[config.mk]
export PLATFORM = sky130hd
export DESIGN_NAME = splice_sub_flat
export DESIGN_NICKNAME = d
export VERILOG_FILES = /design/src/rtl/splice_sub_if.sv /design/src/rtl/splice_sub.sv /design/src/flat_wrapper.sv
export SDC_FILE = /design/constraint.sdc
export NUM_CORES = 1
export LEC_CHECK = 0
export ABC_AREA = 1
export CAP_MARGIN = 15
export CORE_AREA = 5 5 81 83
export DETAILED_ROUTE_END_ITERATION = 8
export DIE_AREA = 0 0 86 88
export SLEW_MARGIN = 20
export SYNTH_ARGS = -nofsm -noshare
export SYNTH_HDL_FRONTEND = slang
export SYNTH_SLANG_ARGS = --single-unit
[constraint.sdc]
create_clock -name clk -period 1.8 [get_ports clk]
set_clock_uncertainty 0.1 [all_clocks]
set_input_delay 0.27 -clock clk [delete_from_list [all_inputs] [get_ports clk]]
set_output_delay 0.27 -clock clk [all_outputs]
set_load 0.005 [all_outputs]
[src/rtl/splice_sub_if.sv]
// Handshake and operand/result bundle for the nibble-serial subtractor.
// The master drives start and operands; the slave returns status and results.
interface splice_sub_if;
  logic       start;
  logic [3:0] a0;
  logic [3:0] a1;
  logic [3:0] b0;
  logic [3:0] b1;
  logic       busy;
  logic       done;
  logic [7:0] diff;
  logic [7:0] mag;
  logic       neg;

  modport master (
    output start, a0, a1, b0, b1,
    input  busy, done, diff, mag, neg
  );

  modport slave (
    input  start, a0, a1, b0, b1,
    output busy, done, diff, mag, neg
  );
endinterface

[src/rtl/splice_sub.sv]
// Nibble-serial 8-bit unsigned subtractor: A - B one 4-bit stage per cycle,
// then absolute magnitude, with a start/busy/done handshake.
module splice_sub (
  input logic         clk,
  input logic         rst_n,
  splice_sub_if.slave bus
);

  typedef enum logic [2:0] {StIdle, StLo, StHi, StFix, StDone} state_e;

  state_e     state_q, state_d;
  logic [7:0] a_q, a_d;
  logic [7:0] b_q, b_d;
  logic [7:0] diff_q, diff_d;
  logic [7:0] mag_q, mag_d;
  logic       neg_q, neg_d;
  logic       c0_q, c0_d;
  logic [4:0] s0, s1;

  // Subtraction as addition of the inverted subtrahend; the +1 enters at the low stage.
  always_comb begin
    s0 = {1'b0, a_q[3:0]} + {1'b0, ~b_q[3:0]} + 5'd1;
    s1 = {1'b0, a_q[7:4]} + {1'b0, ~b_q[7:4]} + {4'd0, c0_q};
  end

  always_comb begin
    state_d = state_q;
    a_d     = a_q;
    b_d     = b_q;
    diff_d  = diff_q;
    mag_d   = mag_q;
    neg_d   = neg_q;
    c0_d    = c0_q;
    case (state_q)
      StIdle: begin
        if (bus.start) begin
          a_d     = {bus.a1, bus.a0};
          b_d     = {bus.b1, bus.b0};
          state_d = StLo;
        end
      end
      StLo: begin
        diff_d[3:0] = s0[3:0];
        c0_d        = s0[4];
        state_d     = StHi;
      end
      StHi: begin
        diff_d[7:4] = s1[3:0];
        // No carry out of the top stage means a borrow, i.e. A < B.
        neg_d       = ~s1[4];
        state_d     = StFix;
      end
      StFix: begin
        mag_d   = neg_q ? (~diff_q + 8'd1) : diff_q;
        state_d = StDone;
      end
      StDone:  state_d = StIdle;
      default: state_d = StIdle;
    endcase
  end

  always_ff @(posedge clk or negedge rst_n) begin
    if (!rst_n) begin
      state_q <= StIdle;
      a_q     <= 8'd0;
      b_q     <= 8'd0;
      diff_q  <= 8'd0;
      mag_q   <= 8'd0;
      neg_q   <= 1'b0;
      c0_q    <= 1'b0;
    end else begin
      state_q <= state_d;
      a_q     <= a_d;
      b_q     <= b_d;
      diff_q  <= diff_d;
      mag_q   <= mag_d;
      neg_q   <= neg_d;
      c0_q    <= c0_d;
    end
  end

  assign bus.busy = (state_q != StIdle);
  assign bus.done = (state_q == StDone);
  assign bus.diff = diff_q;
  assign bus.mag  = mag_q;
  assign bus.neg  = neg_q;

endmodule

[src/flat_wrapper.sv]
// flat-port wrapper written by rule: the top's interface ports become plain ports
module splice_sub_flat 
  (clk, rst_n, bus_start, bus_a0, bus_a1, bus_b0, bus_b1, bus_busy, bus_done, bus_diff, bus_mag, bus_neg);
  splice_sub_if bus_i ();
  input logic clk;
  input logic rst_n;
  input wire logic [$bits(bus_i.start)-1:0] bus_start;
  input wire logic [$bits(bus_i.a0)-1:0] bus_a0;
  input wire logic [$bits(bus_i.a1)-1:0] bus_a1;
  input wire logic [$bits(bus_i.b0)-1:0] bus_b0;
  input wire logic [$bits(bus_i.b1)-1:0] bus_b1;
  output wire logic [$bits(bus_i.busy)-1:0] bus_busy;
  output wire logic [$bits(bus_i.done)-1:0] bus_done;
  output wire logic [$bits(bus_i.diff)-1:0] bus_diff;
  output wire logic [$bits(bus_i.mag)-1:0] bus_mag;
  output wire logic [$bits(bus_i.neg)-1:0] bus_neg;
  assign bus_i.start = bus_start;
  assign bus_i.a0 = bus_a0;
  assign bus_i.a1 = bus_a1;
  assign bus_i.b0 = bus_b0;
  assign bus_i.b1 = bus_b1;
  assign bus_busy = bus_i.busy;
  assign bus_done = bus_i.done;
  assign bus_diff = bus_i.diff;
  assign bus_mag = bus_i.mag;
  assign bus_neg = bus_i.neg;
  splice_sub u_core (.clk(clk), .rst_n(rst_n), .bus(bus_i));
endmodule
==> impl_metrics.ini, run 1 <==
[worst_setup_path]
crit_required_ns = 1.88
path_cells = fa_2 -> fa_2 -> or2_4 -> nand3_2 -> o21ai_2
critPathSlowestCell = dfrtp_1
start_kind = flip-flop
critPathMostFrequentCell = fa_2
cp_top_family = adder cells
max_stage_delay_ns = 0.40
r2r_slack_ns = 0.05
worst-path-buf-inv = 0
critPathCaptureType = flip-flop
crit_type = reg2reg
worstPathMaxFanout = 2
crit_arrival_ns = 1.83

[route]
finalWirelength_microns = 3650
post-route-drc-count = 0
drtIter0Drc = 63
vias_per_cell = 4.38
vias = 1486
antenna_left = 0
firstDrtPassIters = 4
avgRoutedWirePerCell_microns = 10.8

[global_routing]
busiest_layer = met2
grt_pass1_vias = 1460
grt_use_total_pct = 10.8
overflow = 0
met3_usage_pct = 3.86
antenna_found_initial = 0
grtUsageMet1_pct = 13.1
grt_max_degree = 38
grtUsageMet2_pct = 17.0
grt_pass1_wl_microns = 6390

[clock_tree]
cts_buffer_depth = 2
clock_latency_ns = 0.29
hold_buffers = 0
clk_pin_slew_worst_paths_ns = 0.08
cts_tree = yes
cts.sinks = 37
htreeDepth = 2
root_buffer = clkbuf_8
cts_buffers = 5

[sta]
finalWorstSetupSlack_ns = 0.0509
rsz0062_at_grt = no
setup_viol = 0
drv_slew = 0
period_minus_slack_ns = 1.75
worst_slew_pin_slew_ns = 0.470
final-hold-violation-count = 0
slew_headroom_pct = 68.6
fmax_mhz = 572
finalCritPeriodShare_pct = 97.2

[synth]
yosysWarnings = 0
yosysMostFrequentCell = nand2_1
ys_types = 26
ys_ff_latch = 37
ys_async_sr_fraction_pct = 100
ys_seq_area_share_pct = 47.5
netlist_area_sq_um = 1950
synth_edf_count = 0
synth_cells = 215
synth.top_cells.by_count = nand2_1 (52), dfrtp_1 (37), inv_1 (30)
yosys.area.top_type = dfrtp_1
netlist_top_cells_area = dfrtp_1 (47%), nand2_1 (10%), inv_1 (5.8%)
synth_nets = 245
synthFlopType = dfrtp_1
synth_top_area_share_pct = 47.5
avgSynthCellArea_sq_um = 9.07

[floorplanning]
rows = 28
chipWidth_microns = 86
die_y_microns = 88
die_area_sq_um = 7570
io_pins = 38
start_util_pct = 33.7
core_area_sq_um = 5780

[placed_design]
dp_slack_ns = -0.0727
port_buffers = 37
placed_cells_incl_taps = 327
place_congestion = 0.792
dp_hpwl_microns = 2710

[pwr]
powerDensity_nw_per_um2 = 1790
finalPower_uw = 4590
p_leak_uw = 0.00126
peakVddDrop_v = 0.000555

[cells_and_area]
drive_gt1_share_pct = 20.8
num-nets-final = 293
num_antenna_cells = 0
fillerInstances = 580
syn2layout_area_growth_pct = 31.3
instances_no_fill = 339

[flow_run]
max_cap_viol_count = 0

[min_path]
hp-class = in2async

[status]
outcome = finished, final reports clean
==> worst paths after layout <==
| path | from | endpoint | cells past startpoint |
|---|---|---|---|
| worst max register to register | u_core.c0_q | u_core.bus.diff[6] | 5 |
| worst min-delay path | rst_n | u_core.bus.mag[1] | 2 |
| worst max-delay path | u_core.c0_q | u_core.bus.diff[6] | 5 |
| worst min register to register | u_core.bus.mag[4] | u_core.bus.mag[4] | 2 |
| min in group clk | u_core.bus.mag[4] | u_core.bus.mag[4] | 2 |
| max in group asynchronous | rst_n | u_core.state_q[1] | 2 |
==> cells by family after synthesis <==
group | after synthesis | synth area share [%]
AOI/OAI and AO/OA | 37 | 13.0
DFF | 37 | 47.5
xor gates and xnor gates | 2 | 0.898
buffers and inverters | 39 | 9.30
adders and majority gates | 11 | 8.21
and+or+nand+nor | 89 | 21.1
==> worst register-to-register path, stage by stage, from the launching register on <==
cell	delay, ns
dfrtp_1	0.40
fa_2	0.40
fa_2	0.39
or2_4	0.23
nand3_2	0.07
o21ai_2	0.05
==> registers in the layout, indices dropped and copies added (netlist names) <==
register         cells
u_core.c0_q          1
u_core.bus.mag       8
u_core.bus.neg       1
u_core.state_q       3
u_core.bus.diff      8
u_core.b_q           8
u_core.a_q           8
==> metrics by stage <==
stage | hold WS (ns) | setup TNS, ns | area, sq um | utilization [%]
floorplan | -0.126 | 0 | 1960 | -
global placement | 0.364 | -0.0270 | 2420 | 41.8
detailed placement | 0.367 | -0.0727 | 2420 | 41.8
CTS | 0.314 | 0 | 2530 | 43.8
global route | 0.350 | 0 | 2560 | 44.3
finish | 0.297 | 0 | 2560 | 44.3
==> layer usage <==
layer  vias to the layer above  wire length [microns]
li1                        778                      -
met1                       665                   1720
met2                        37                   1610
met3                         6                    271
met4                         0                     53
met5                         -                      0
==> timing repair <==
item                                    in CTS  in global routing
endpoints found under the setup margin       3                  2
resized for setup                            3                  5
buffers inserted                             2                  2
pin swaps                                    2                  3
endpoints found under the hold margin        0                  0
==> area by class of cell <==
class	instances	area (sq um)	share of cell area [%]
clock buffers	7	96.3	3.76
flip-flops and latches	37	927	36.2
multi-input cells	139	860	33.6
clock inverters	1	5.00	0.195
well taps	75	93.8	3.66
inverters	34	128	4.98
repair buffers	46	452	17.6
==> placed cells by master, fill, tap and decap left out, types with 4 or more instances in the layout <==
master / n
nor2_1: 5
nand3_1: 18
inv_1: 29
dfrtp_1: 36
buf_4: 8
inv_2: 5
a21oi_2: 9
nor2_2: 6
nand2_1: 52
clkbuf_8: 7
clkdlybuf4s50_1: 35
o21ai_2: 9
o21ai_0: 11
ha_1: 8
a21oi_1: 4
==> power breakdown <==
group / internal, uW / switching, uW / total [uW] / leakage [uW]
registers: 1230 / 265 / 1500 / 0.000447
clock network: 346 / 296 / 642 / 0.0000542
logic: 1180 / 1260 / 2450 / 0.000756
total: 2760 / 1820 / 4590 / 0.00126
No activity file was read; power rests on OpenSTA's default activity.
==> run 2, diff against run 1 <==
==> constraint.sdc (replaced) <==
create_clock -name clk -period 2 [get_ports clk]
set_clock_uncertainty 0.1 [all_clocks]
set_input_delay 0.3 -clock clk [delete_from_list [all_inputs] [get_ports clk]]
set_output_delay 0.3 -clock clk [all_outputs]
set_load 0.005 [all_outputs]
==> run 2 against run 1 <==
- clock power is 19% lower
- utilization is 1.3 points lower
- count of clock-buffer cells in the layout stayed put
- routed wire length is 2.0% lower
- setup slack better by 0.034 ns
- first-iteration DRC count is 37% lower
==> impl_metrics.ini, run 2 (same netlist as run 1, synthesis figures left out) <==
[status]
outcome = finished, final reports clean

[worst_setup_path]
worst-path-buf-inv = 0
start_kind = flip-flop
critPathSlowestCell = fa_1
crit_arrival_ns = 1.98
crit_type = reg2reg
crit_required_ns = 2.07
path_cells = fa_2 -> fa_1 -> or2_2 -> nand3_1 -> o21ai_0
r2r-start = u_core.c0_q
worstPathMaxFanout = 2
cp_top_family = adder cells
critPathCaptureType = flip-flop
max_stage_delay_ns = 0.44
startpoint = u_core.c0_q

[route]
finalWirelength_microns = 3580
vias_per_cell = 4.33
post-route-drc-count = 0
avgRoutedWirePerCell_microns = 10.8
vias = 1436
antenna_left = 0
firstDrtPassIters = 4
drtIter0Drc = 40

[floorplanning]
rows = 28
core_area_sq_um = 5780
chipWidth_microns = 86
die_y_microns = 88
start_util_pct = 33.7
die_area_sq_um = 7570
io_pins = 38

[sta]
fin_setup_tns_ns = 0
final-hold-violation-count = 0
drv_slew = 0
finalCritPeriodShare_pct = 95.7
rsz0062_at_grt = no
slew_headroom_pct = 68.7
setup_viol = 0
period_minus_slack_ns = 1.91
fmax_mhz = 522
worst_slew_pin_slew_ns = 0.470

[clock_tree]
htreeDepth = 2
cts_buffers = 5
cts_setup_buffers = 0
cts_resized = 0
clock_latency_ns = 0.29
root_buffer = clkbuf_8
clk_pin_slew_worst_paths_ns = 0.07
cts_buffer_depth = 2
cts.sinks = 37
cts_tree = yes
hold_buffers = 0

[cells_and_area]
instances_no_fill = 332
final_cell_mix = nand2_1 (52), clkdlybuf4s50_1 (37), dfrtp_1 (37), inv_1 (30), nand3_1 (19)
num_antenna_cells = 0
syn2layout_area_growth_pct = 27.4
fillerInstances = 592
num-nets-final = 287
drive_gt1_share_pct = 16.3
mostFrequentLayoutCell = nand2_1

[placed_design]
dp_hpwl_microns = 2700
port_buffers = 37
placed_cells_incl_taps = 325
place_congestion = 0.804

[flow_run]
max_cap_viol_count = 0

[pwr]
peakVddDrop_v = 0.000453
p_leak_uw = 0.00121
finalPower_uw = 3960
powerDensity_nw_per_um2 = 1590

[global_routing]
grt_pass1_vias = 1487
overflow = 0
grt_max_degree = 38
grt_use_total_pct = 10.8
antenna_found_initial = 0
grt_pass1_wl_microns = 6470

[min_path]
hp-class = in2async
run 2: per-layer routing:
| layer | up-vias | wire, microns | track usage [%] |
|---|---|---|---|
| met3 | 8 | 259 | 2.92 |
| met1 | 621 | 1700 | 13.5 |
| met4 | 0 | 79 | 5.61 |
| met5 | - | 0 | 0 |
| met2 | 39 | 1540 | 17.0 |
| li1 | 768 | - | - |
run 2: final cells by class:
class | count | area [sq um] | share of cell area, %
repair buffers | 40 | 405 | 16.3
flip-flops and latches | 37 | 926 | 37.3
multi-input cells | 139 | 846 | 34.0
clock buffers | 7 | 86.3 | 3.47
inverters | 34 | 128 | 5.14
well taps | 75 | 93.8 | 3.78
run 2: worst paths after layout:
path	end	slack, ns	cells after the start
max	u_core.bus.diff[6]	0.09	5
min	u_core.bus.mag[1]	0.34	2
max reg2reg	u_core.bus.diff[6]	0.09	5
min reg2reg	u_core.bus.mag[3]	0.38	2
max in group asynchronous	u_core.a_q[5]	1.13	2
min in group clk	u_core.bus.mag[3]	0.38	2
run 2: per-stage QoR:
| step | setup WS [ns] | area, sq um | hold WS (ns) | utilization, % |
|---|---|---|---|---|
| after floorplan | 0.0970 | 1950 | -0.0956 | - |
| after detailed placement | 0.0294 | 2400 | 0.368 | 41.5 |
| after global routing | 0.0383 | 2480 | 0.396 | 43.0 |
| after global placement | 0.0576 | 2400 | 0.364 | 41.5 |
| after CTS | 0.0171 | 2480 | 0.355 | 42.9 |
| final | 0.0853 | 2480 | 0.342 | 43.0 |
run 2: report_power, final:
| group | switching [uW] | total (uW) | internal (uW) |
|---|---|---|---|
| Combinational | 1100 | 2080 | 985 |
| Clock | 244 | 517 | 273 |
| Sequential | 247 | 1350 | 1110 |
| Total | 1590 | 3960 | 2370 |
